File: config.mk
export PLATFORM = sky130hd
export DESIGN_NAME = pdm_modulator
export DESIGN_NICKNAME = d
export VERILOG_FILES = /design/src/rtl/pdm_pkg.sv /design/src/rtl/pdm_modulator_sd2_core.sv /design/src/rtl/pdm_modulator.sv
export SDC_FILE = /design/constraint.sdc
export NUM_CORES = 1
export LEC_CHECK = 0
export ABC_AREA = 1
export BUFFER_PORTS_ARGS = -buffer_cell sky130_fd_sc_hd__buf_2
export CORE_ASPECT_RATIO = 2
export CORE_MARGIN = 2
export CORE_UTILIZATION = 60
export DETAILED_ROUTE_END_ITERATION = 8
export MAX_ROUTING_LAYER = met4
export PLACE_DENSITY = 0.77
export SYNTH_ARGS = -nofsm -noshare
export SYNTH_HDL_FRONTEND = slang
export SYNTH_SLANG_ARGS = --single-unit
export TNS_END_PERCENT = 100
File: constraint.sdc
create_clock -name clk -period 6.59 [get_ports clk]
set_input_delay 0.3295 -clock clk [delete_from_list [all_inputs] [get_ports clk]]
set_output_delay 0.3295 -clock clk [all_outputs]
set_load 0.1 [all_outputs]
File: src/rtl/pdm_pkg.sv
// Shared constants, accumulator type and saturation helper for the PDM
// modulator and the decimation FIR chain.
package pdm_pkg;

  localparam int unsigned PDM_WIDTH = 16;
  localparam int unsigned PDM_ACC_W = 22;
  localparam int unsigned PDM_OSR   = 64;

  typedef logic signed [PDM_ACC_W-1:0] acc_t;

  localparam int unsigned SAT_W = 64;

  // Clamp a wide signed value to the range of a w-bit signed integer.
  function automatic logic signed [SAT_W-1:0] sat_clamp(
    input logic signed [SAT_W-1:0] x,
    input int unsigned             w
  );
    logic signed [SAT_W-1:0] hi;
    logic signed [SAT_W-1:0] lo;
    hi = (64'sd1 <<< (w - 1)) - 64'sd1;
    lo = -hi - 64'sd1;
    if (x > hi) return hi;
    if (x < lo) return lo;
    return x;
  endfunction

endpackage

File: src/rtl/pdm_modulator_sd2_core.sv
// Second-order sigma-delta loop: two saturating integrators and a sign
// comparator, advancing once per enable tick.
module sd2_core
  import pdm_pkg::*;
#(
  parameter int unsigned WIDTH = PDM_WIDTH,
  parameter int unsigned ACC_W = PDM_ACC_W
) (
  input  logic                    clk,
  input  logic                    rst,
  input  logic                    enable,
  input  logic signed [WIDTH-1:0] sample,
  output logic                    pdm_out
);

  // Two guard bits keep the unsaturated sums from wrapping.
  localparam int unsigned SUM_W = ACC_W + 2;
  localparam logic signed [SUM_W-1:0] FS = SUM_W'(1) <<< (WIDTH - 1);

  logic signed [ACC_W-1:0] r_acc1;
  logic signed [ACC_W-1:0] r_acc2;
  logic                    r_pdm;

  logic signed [SUM_W-1:0] w_s;
  logic signed [SUM_W-1:0] w_fb;
  logic signed [SUM_W-1:0] w_sum1;
  logic signed [SUM_W-1:0] w_sum2;
  logic signed [ACC_W-1:0] w_a1;
  logic signed [ACC_W-1:0] w_a2;

  assign w_s    = SUM_W'(sample);
  assign w_fb   = r_pdm ? FS : -FS;
  assign w_sum1 = SUM_W'(r_acc1) + w_s - w_fb;
  assign w_a1   = ACC_W'(sat_clamp(SAT_W'(w_sum1), ACC_W));
  assign w_sum2 = SUM_W'(r_acc2) + SUM_W'(w_a1) - w_fb;
  assign w_a2   = ACC_W'(sat_clamp(SAT_W'(w_sum2), ACC_W));

  always_ff @(posedge clk) begin
    if (rst) begin
      r_acc1 <= '0;
      r_acc2 <= '0;
      r_pdm  <= 1'b0;
    end else if (enable) begin
      r_acc1 <= w_a1;
      r_acc2 <= w_a2;
      r_pdm  <= ~w_a2[ACC_W-1];
    end
  end

  assign pdm_out = r_pdm;

endmodule

File: src/rtl/pdm_modulator.sv
// PDM transmit modulator: one-entry skid buffer, per-sample tick counter and
// underflow flagging around a second-order sigma-delta core.
module pdm_modulator
  import pdm_pkg::*;
#(
  parameter int unsigned WIDTH = PDM_WIDTH,
  parameter int unsigned ACC_W = PDM_ACC_W,
  parameter int unsigned OSR   = PDM_OSR
) (
  input  logic                    clk,
  input  logic                    rst,
  input  logic                    enable,
  input  logic signed [WIDTH-1:0] data_in,
  input  logic                    valid_in,
  output logic                    ready_out,
  output logic                    pdm_out,
  output logic                    pdm_valid,
  output logic                    underflow
);

  localparam int unsigned CNT_W = (OSR > 1) ? $clog2(OSR) : 1;

  logic [CNT_W-1:0]        r_cnt;
  logic                    r_buf_full;
  logic signed [WIDTH-1:0] r_buf;
  logic signed [WIDTH-1:0] r_active;
  logic                    r_pdm_valid;
  logic                    r_underflow;

  logic w_xfer;
  logic w_bnd;

  assign ready_out = ~r_buf_full;
  assign w_xfer    = valid_in & ~r_buf_full;
  assign w_bnd     = enable & (r_cnt == CNT_W'(OSR - 1));

  // A boundary with a full buffer consumes it; ready is low then, so a
  // transfer can only land in an empty buffer.
  always_ff @(posedge clk) begin
    if (rst) begin
      r_cnt       <= '0;
      r_buf_full  <= 1'b0;
      r_buf       <= '0;
      r_active    <= '0;
      r_pdm_valid <= 1'b0;
      r_underflow <= 1'b0;
    end else begin
      r_pdm_valid <= enable;
      r_underflow <= w_bnd & ~r_buf_full;
      if (enable) begin
        r_cnt <= w_bnd ? '0 : r_cnt + CNT_W'(1);
      end
      if (w_bnd && r_buf_full) begin
        r_active   <= r_buf;
        r_buf_full <= 1'b0;
      end else if (w_xfer) begin
        r_buf      <= data_in;
        r_buf_full <= 1'b1;
      end
    end
  end

  sd2_core #(
    .WIDTH (WIDTH),
    .ACC_W (ACC_W)
  ) u_core (
    .clk     (clk),
    .rst     (rst),
    .enable  (enable),
    .sample  (r_active),
    .pdm_out (pdm_out)
  );

  assign pdm_valid = r_pdm_valid;
  assign underflow = r_underflow;

endmodule

# After elaboration in Yosys (flattened, before gate mapping)
# Index checks and enable logic that the tools add are counted.
[classes] n_mul=0 eq_ne=1 div_mod_pow=0 bitwise_logic=6 mux=16 order_cmp=4 addsub=5 reduce_logical=3 shift=0
[ops] operator="22-bit two-way mux" n=8
[ops] operator="24-bit by 22-bit greater-than comparator with 1-bit output, second input constant" n=2
[ops] operator="24-bit by 22-bit < comparator with 1-bit output, second input constant" n=2
[ops] operator="23-bit by 24-bit subtractor with 24-bit output" n=2
[ops] operator="24-bit two-way mux" n=1
[ops] operator="22-bit by 16-bit adder with 23-bit output" n=1
[ops] operator="22-bit by 22-bit adder with 23-bit output" n=1
[ops] operator="6-bit by 1-bit adder with 6-bit output, second input constant" n=1
[ops] operator="6-bit == test, second input constant" n=1
[ops] operator="1-bit two-way mux" n=6
[ops] operator="6-bit two-way mux" n=1
[ops] operator="1-bit bitwise AND" n=3
[ops] operator="1-bit inverter" n=3
[ops] operator="2-bit AND reduction" n=1
[ops] operator="2-bit OR reduction" n=1
[ops] operator="1-bit logical AND" n=1
[word_totals] mem_count=0 mem_bits_ro=0 reg_bits=86 mem_bits_rw=0 input_bits=20 latchBits=0

# Depth between registers and ports, before layout
[logic_depth] word_depth=15 mapped_depth=42 ltp_nobuf=40

# By module
# From an unflattened synthesis, not the netlist that was laid out.
[unflattened] hier_cells=1091 area_unflattened_um2=7170.6
[modules_own_cells] module="sd2_core" cells_each=854 n_inst=1 area_per_inst_um2=5449.0 seq_area_each_um2=900.9
[modules_own_cells] module="pdm_modulator" cells_each=237 n_inst=1 area_per_inst_um2=1721.7 seq_area_each_um2=820.8

# Least setup slack after synthesis
# OpenSTA, ideal clock, no wires.
[synth_timing] path_kind="reg2reg" from="register u_core.r_pdm (netlist: u_core.pdm_out)" to="register u_core.r_acc2[10]" n_path_buf=3 t_required_ns=6.468 path_slack_ns=-0.123 arrival_time_ns=6.591 setup_ns=0.122 stages_incl_launch_ff=41 path_cell_list="dfxtp_1 inv_1 fa_1 inv_1 ha_1 nand2_1 nand2_1 nand2_1 nand2_1 nand2_1 nand2_1 nor2_1 nand3_2 nand2_1 nand2_2 nand2_2 buf_6 clkbuf_1 [5 not listed] ha_1 nand2_1 o21ai_1 nand2_1 o21ai_1 a21oi_1 o21ai_1 nand2_1 nand2_1 nand2_1 nand2_1 nand2_1 nand2_1 xor2_1 nand2_2 a21oi_4 buf_6 a21oi_2"
[synth_between] elab_chain_len=14 word_cells_on_any_way=20
[synth_lines] item="from (decl)" line_no="pdm_modulator_sd2_core.sv:22" source="logic r_pdm;"
[synth_lines] item="from (signal assigned)" line_no="pdm_modulator_sd2_core.sv:46" source="r_pdm <= ~w_a2[ACC_W-1];"
[synth_lines] item="24-bit two-way mux *" line_no="pdm_modulator_sd2_core.sv:32" source="assign w_fb = r_pdm ? FS : -FS;"
[synth_lines] item="23-bit by 24-bit subtractor with 24-bit output *" line_no="pdm_modulator_sd2_core.sv:33" source="assign w_sum1 = SUM_W'(r_acc1) + w_s - w_fb;"
[synth_lines] item="24-bit by 22-bit < comparator with 1-bit output" line_no="pdm_pkg.sv:23" source="if (x < lo) return lo;"
[synth_lines] item="1-bit two-way mux (2 in series)" line_no="pdm_pkg.sv:23"
[synth_lines] item="22-bit two-way mux" line_no="pdm_pkg.sv:24" source="return x;"
[synth_lines] item="22-bit two-way mux *" line_no="pdm_pkg.sv:23"
[synth_lines] item="net u_core.w_a1[21]" line_no="pdm_modulator_sd2_core.sv:28" source="logic signed [ACC_W-1:0] w_a1;"
[synth_lines] item="22-bit by 22-bit adder with 23-bit output *" line_no="pdm_modulator_sd2_core.sv:35" source="assign w_sum2 = SUM_W'(r_acc2) + SUM_W'(w_a1) - w_fb;"
[synth_lines] item="23-bit by 24-bit subtractor with 24-bit output *" line_no="pdm_modulator_sd2_core.sv:35"
[synth_lines] item="24-bit by 22-bit < comparator with 1-bit output" line_no="pdm_pkg.sv:23"
[synth_lines] item="1-bit two-way mux (2 in series)" line_no="pdm_pkg.sv:23"
[synth_lines] item="22-bit two-way mux" line_no="pdm_pkg.sv:24"
[synth_lines] item="22-bit two-way mux *" line_no="pdm_pkg.sv:23"
[synth_lines] item="to (signal assigned)" line_no="pdm_modulator_sd2_core.sv:45" source="r_acc2 <= w_a2;"
[synth_lines] item="to (decl)" line_no="pdm_modulator_sd2_core.sv:21" source="logic signed [ACC_W-1:0] r_acc2;"
# Mark *: on every way through the listed nets, which the timed path passes. The rest lies on a longest branch. The select of a mux whose other input is x is not followed.
# A chain may end at the register's enable or synchronous reset.

# Worst setup path after layout
[layout_timing] from="register r_active[15]" to="register u_core.r_acc2[20]"
[layout_between] elab_chain_len=14 word_cells_on_any_way=20
[layout_lines] item="from (decl)" line_no="pdm_modulator.sv:26" source="logic signed [WIDTH-1:0] r_active;"
[layout_lines] item="from (signal assigned)" line_no="pdm_modulator.sv:54" source="r_active <= r_buf;"
[layout_lines] item="22-bit by 16-bit adder with 23-bit output *" line_no="pdm_modulator_sd2_core.sv:33"
[layout_lines] item="23-bit by 24-bit subtractor with 24-bit output *" line_no="pdm_modulator_sd2_core.sv:33"
[layout_lines] item="24-bit by 22-bit < comparator with 1-bit output" line_no="pdm_pkg.sv:23"
[layout_lines] item="1-bit two-way mux (2 in series)" line_no="pdm_pkg.sv:23"
[layout_lines] item="22-bit two-way mux" line_no="pdm_pkg.sv:24"
[layout_lines] item="22-bit two-way mux *" line_no="pdm_pkg.sv:23"
[layout_lines] item="22-bit by 22-bit adder with 23-bit output *" line_no="pdm_modulator_sd2_core.sv:35"
[layout_lines] item="23-bit by 24-bit subtractor with 24-bit output *" line_no="pdm_modulator_sd2_core.sv:35"
[layout_lines] item="24-bit by 22-bit < comparator with 1-bit output" line_no="pdm_pkg.sv:23"
[layout_lines] item="1-bit two-way mux (2 in series)" line_no="pdm_pkg.sv:23"
[layout_lines] item="22-bit two-way mux" line_no="pdm_pkg.sv:24"
[layout_lines] item="22-bit two-way mux *" line_no="pdm_pkg.sv:23"
# Mark *: on every way between the ends. The rest lies on a longest branch, timed or not. The select of a mux whose other input is x is not followed.

==> results_dict.tcl <==
set metrics [dict create \
    ys_seq_elements 86 \
    cp_slowest_cell "dfxtp_1" \
    grtUsageTotal_pct 28.5 \
    wl_mm 16.4 \
    clockBufferDepth 2 \
    outcome "finished, final reports clean" \
    synth_cells 1035 \
    yosysMostFrequentCell "nand2_1" \
    die_w_um 79.7 \
    port_buffers 23 \
    start_util_pct 61.0 \
    grt_pass1_vias 6289 \
    ctsHtreeMaxLevel 3 \
    slew_headroom_pct 40.0 \
    critPathLaunchType "flop" \
    syn_nets 1143 \
    min_path_type "primary input to flop" \
    ant_nets 0 \
    rrSetupSlack_ns 0.58 \
    die_h_um 155 \
    clockRootBuffer "clkbuf_16" \
    path_max_fanout 20 \
    reg2reg_depth 37 \
    critical_path_class "flop to flop" \
    diodes 0 \
    synth.avg_cell_area_um2 6.65 \
    fin_util_pct 65.8 \
    end_kind "flop" \
    maxCapViolations 0 \
    tightest_slew_ns 0.899 \
    clk_latency_ns 0.34 \
    cts_buffers 9 \
    ys_async_sr_fraction_pct 0 \
    nets 1154 \
    worst_ep_required_time_ns 6.81 \
    fin_tns_setup_ns 0 \
    firstDrtPassIters 5 \
    grt_max_degree 64 \
    viasPerCell 5.28 \
    hold_viol 0 \
    ys_seq_area_share_pct 25.0 \
    period_needed_ns 6.01 \
    detail_route.wl_per_cell_um 13.8 \
    synth-edff-count 0 \
    holdWs_ns 0.211 \
    crit_top_cell "nand2_1" \
    dp_cells 1177 \
    drc 0 \
    rr_endpoint "u_core.r_acc2[20]" \
    yosysTopAreaCellShare_pct 25.0 \
    via_count 6296 \
    synthDistinctLibCells 37 \
    r2r_start "r_active[15]" \
    tritoncts "built" \
    grt_antenna_before_repair 0 \
    fin_skew_ns 0.00932 \
    drt_iter0_drc 324 \
    crit_arrival_ns 6.22 \
    fin_cells 1193 \
    synth_area_leader_cell "dfxtp_1" \
    cts.sinks 86 \
    yosys-top-cells-area "dfxtp_1, ha_1, nand2_1, inv_1, a21oi_1" \
    dp_hpwl_mm 12.7 \
    synth_warnings 0 \
    fmax_mhz 166 \
    synth_flop_cell "dfxtp_1" \
    pin_count 24 \
    core_um2 11300 \
    path_clk_slew_ns 0.07 \
    cts_setup_buffers 0 \
    max_stage_delay_ns 0.57 \
    rsz0062_at_grt "no" \
    hold-path-endpoint "r_buf[11]" \
    hold_start "data_in[11]" \
    gr-total-overflow 0 \
    place_congestion 0.965 \
    finalCritPeriodShare_pct 91.2 \
    final-setup-viol-count 0 \
    rows 55 \
    dieArea_um2 12400 \
    syn_to_final_growth_pct 7.80 \
    hold_path_depth 3 \
    drv_slew 0 \
    drive_gt1_share_pct 8.47 \
    grt_pass1_wl_mm 27.3 \
    synth_area_um2 6880 \
    ys_top_cells_by_count "nand2_1, inv_1, a21oi_1" \
]
## stage by stage
stage | area [µm²] | setup WS (ns)
2_1_floorplan | 6890 | 0.471
3_3_place_gp | 7080 | 0.543
3_5_place_dp | 7080 | 0.407
4_1_cts | 7410 | 0.374
5_1_grt | 7420 | 0.0184
6_report | 7420 | 0.583
## final cells by class
cell class | count | area, µm²
Multi-Input combinational cell | 698 | 4210
Fill cell | 1060 | 3860
Sequential cell | 86 | 1730
Inverter | 225 | 845
Clock buffer | 9 | 225
Tap cell | 142 | 178
Timing Repair Buffer | 26 | 138
Clock inverter | 7 | 103
## cells by family (layout without fill, tap and decap cells)
family          Yosys count  count (layout)  share of synthesized area (%)
simple gates            367             367                           22.5
buf+inv                 251             267                           14.0
compound gates          206             206                           16.5
fa+ha+maj                88              88                           17.3
flops                    86              86                           25.0
xor+xnor                 37              37                           4.71
## repair_timing
action,4_1_cts,5_1_grt
gates resized for setup,0,3
hold buffers,0,0
setup endpoints to repair,0,21
## metal layers
layer  track usage [%]  wire (µm)  up-vias
met5                 -          0        -
met4              12.6        644        0
met3              3.31        373       51
met2              54.5       9070      105
met1              27.9       6330     2867
li1                  -          -     3273
## registers in the layout, summed over array words and instances, names as in the netlist
name            flops
u_core.pdm_out      1
r_cnt               6
u_core.r_acc1      22
r_active           16
r_buf_full          1
pdm_valid           1
u_core.r_acc2      22
r_buf              16
underflow           1
## worst max-delay path, delay by kind of cell (launching register included)
family / cells / cell delay (ns)
AOI/OAI and AO/OA: 6 / 1.03
xor gates and xnor gates: 1 / 0.20
adders and majority gates: 4 / 1.47
buffers and inverters: 5 / 0.59
DFF: 1 / 0.57
and+or+nand+nor: 21 / 1.99
## cell usage in the layout (no fill, tap or decap), types with 10 or more instances in the layout
cell type  synthesis  routed
buf_2              0      23
a21oi_2           10      10
nand2_2           12      10
o21ai_0           80      80
nand4_1           10      10
inv_1            219     219
xor2_1            23      23
a21oi_1           88      88
fa_1              12      12
nor2_1            76      76
xnor2_1           14      14
ha_1              76      76
nand2_1          223     223
nand3_1           25      25
dfxtp_1           86      85
## worst max-delay path by stage
stage                         startpoint                 to  cells after the start
after floorplan           u_core.pdm_out  u_core.r_acc2[10]                     40
after global placement    u_core.pdm_out  u_core.r_acc2[17]                     37
after detailed placement  u_core.pdm_out  u_core.r_acc2[20]                     37
after CTS                 u_core.pdm_out  u_core.r_acc2[20]                     37
after global routing      u_core.pdm_out   u_core.r_acc2[4]                     36
final                       r_active[15]  u_core.r_acc2[20]                     37
Power is not shown: default switching activity piles up to over one toggle a cycle in this logic, so the estimate is an artifact.
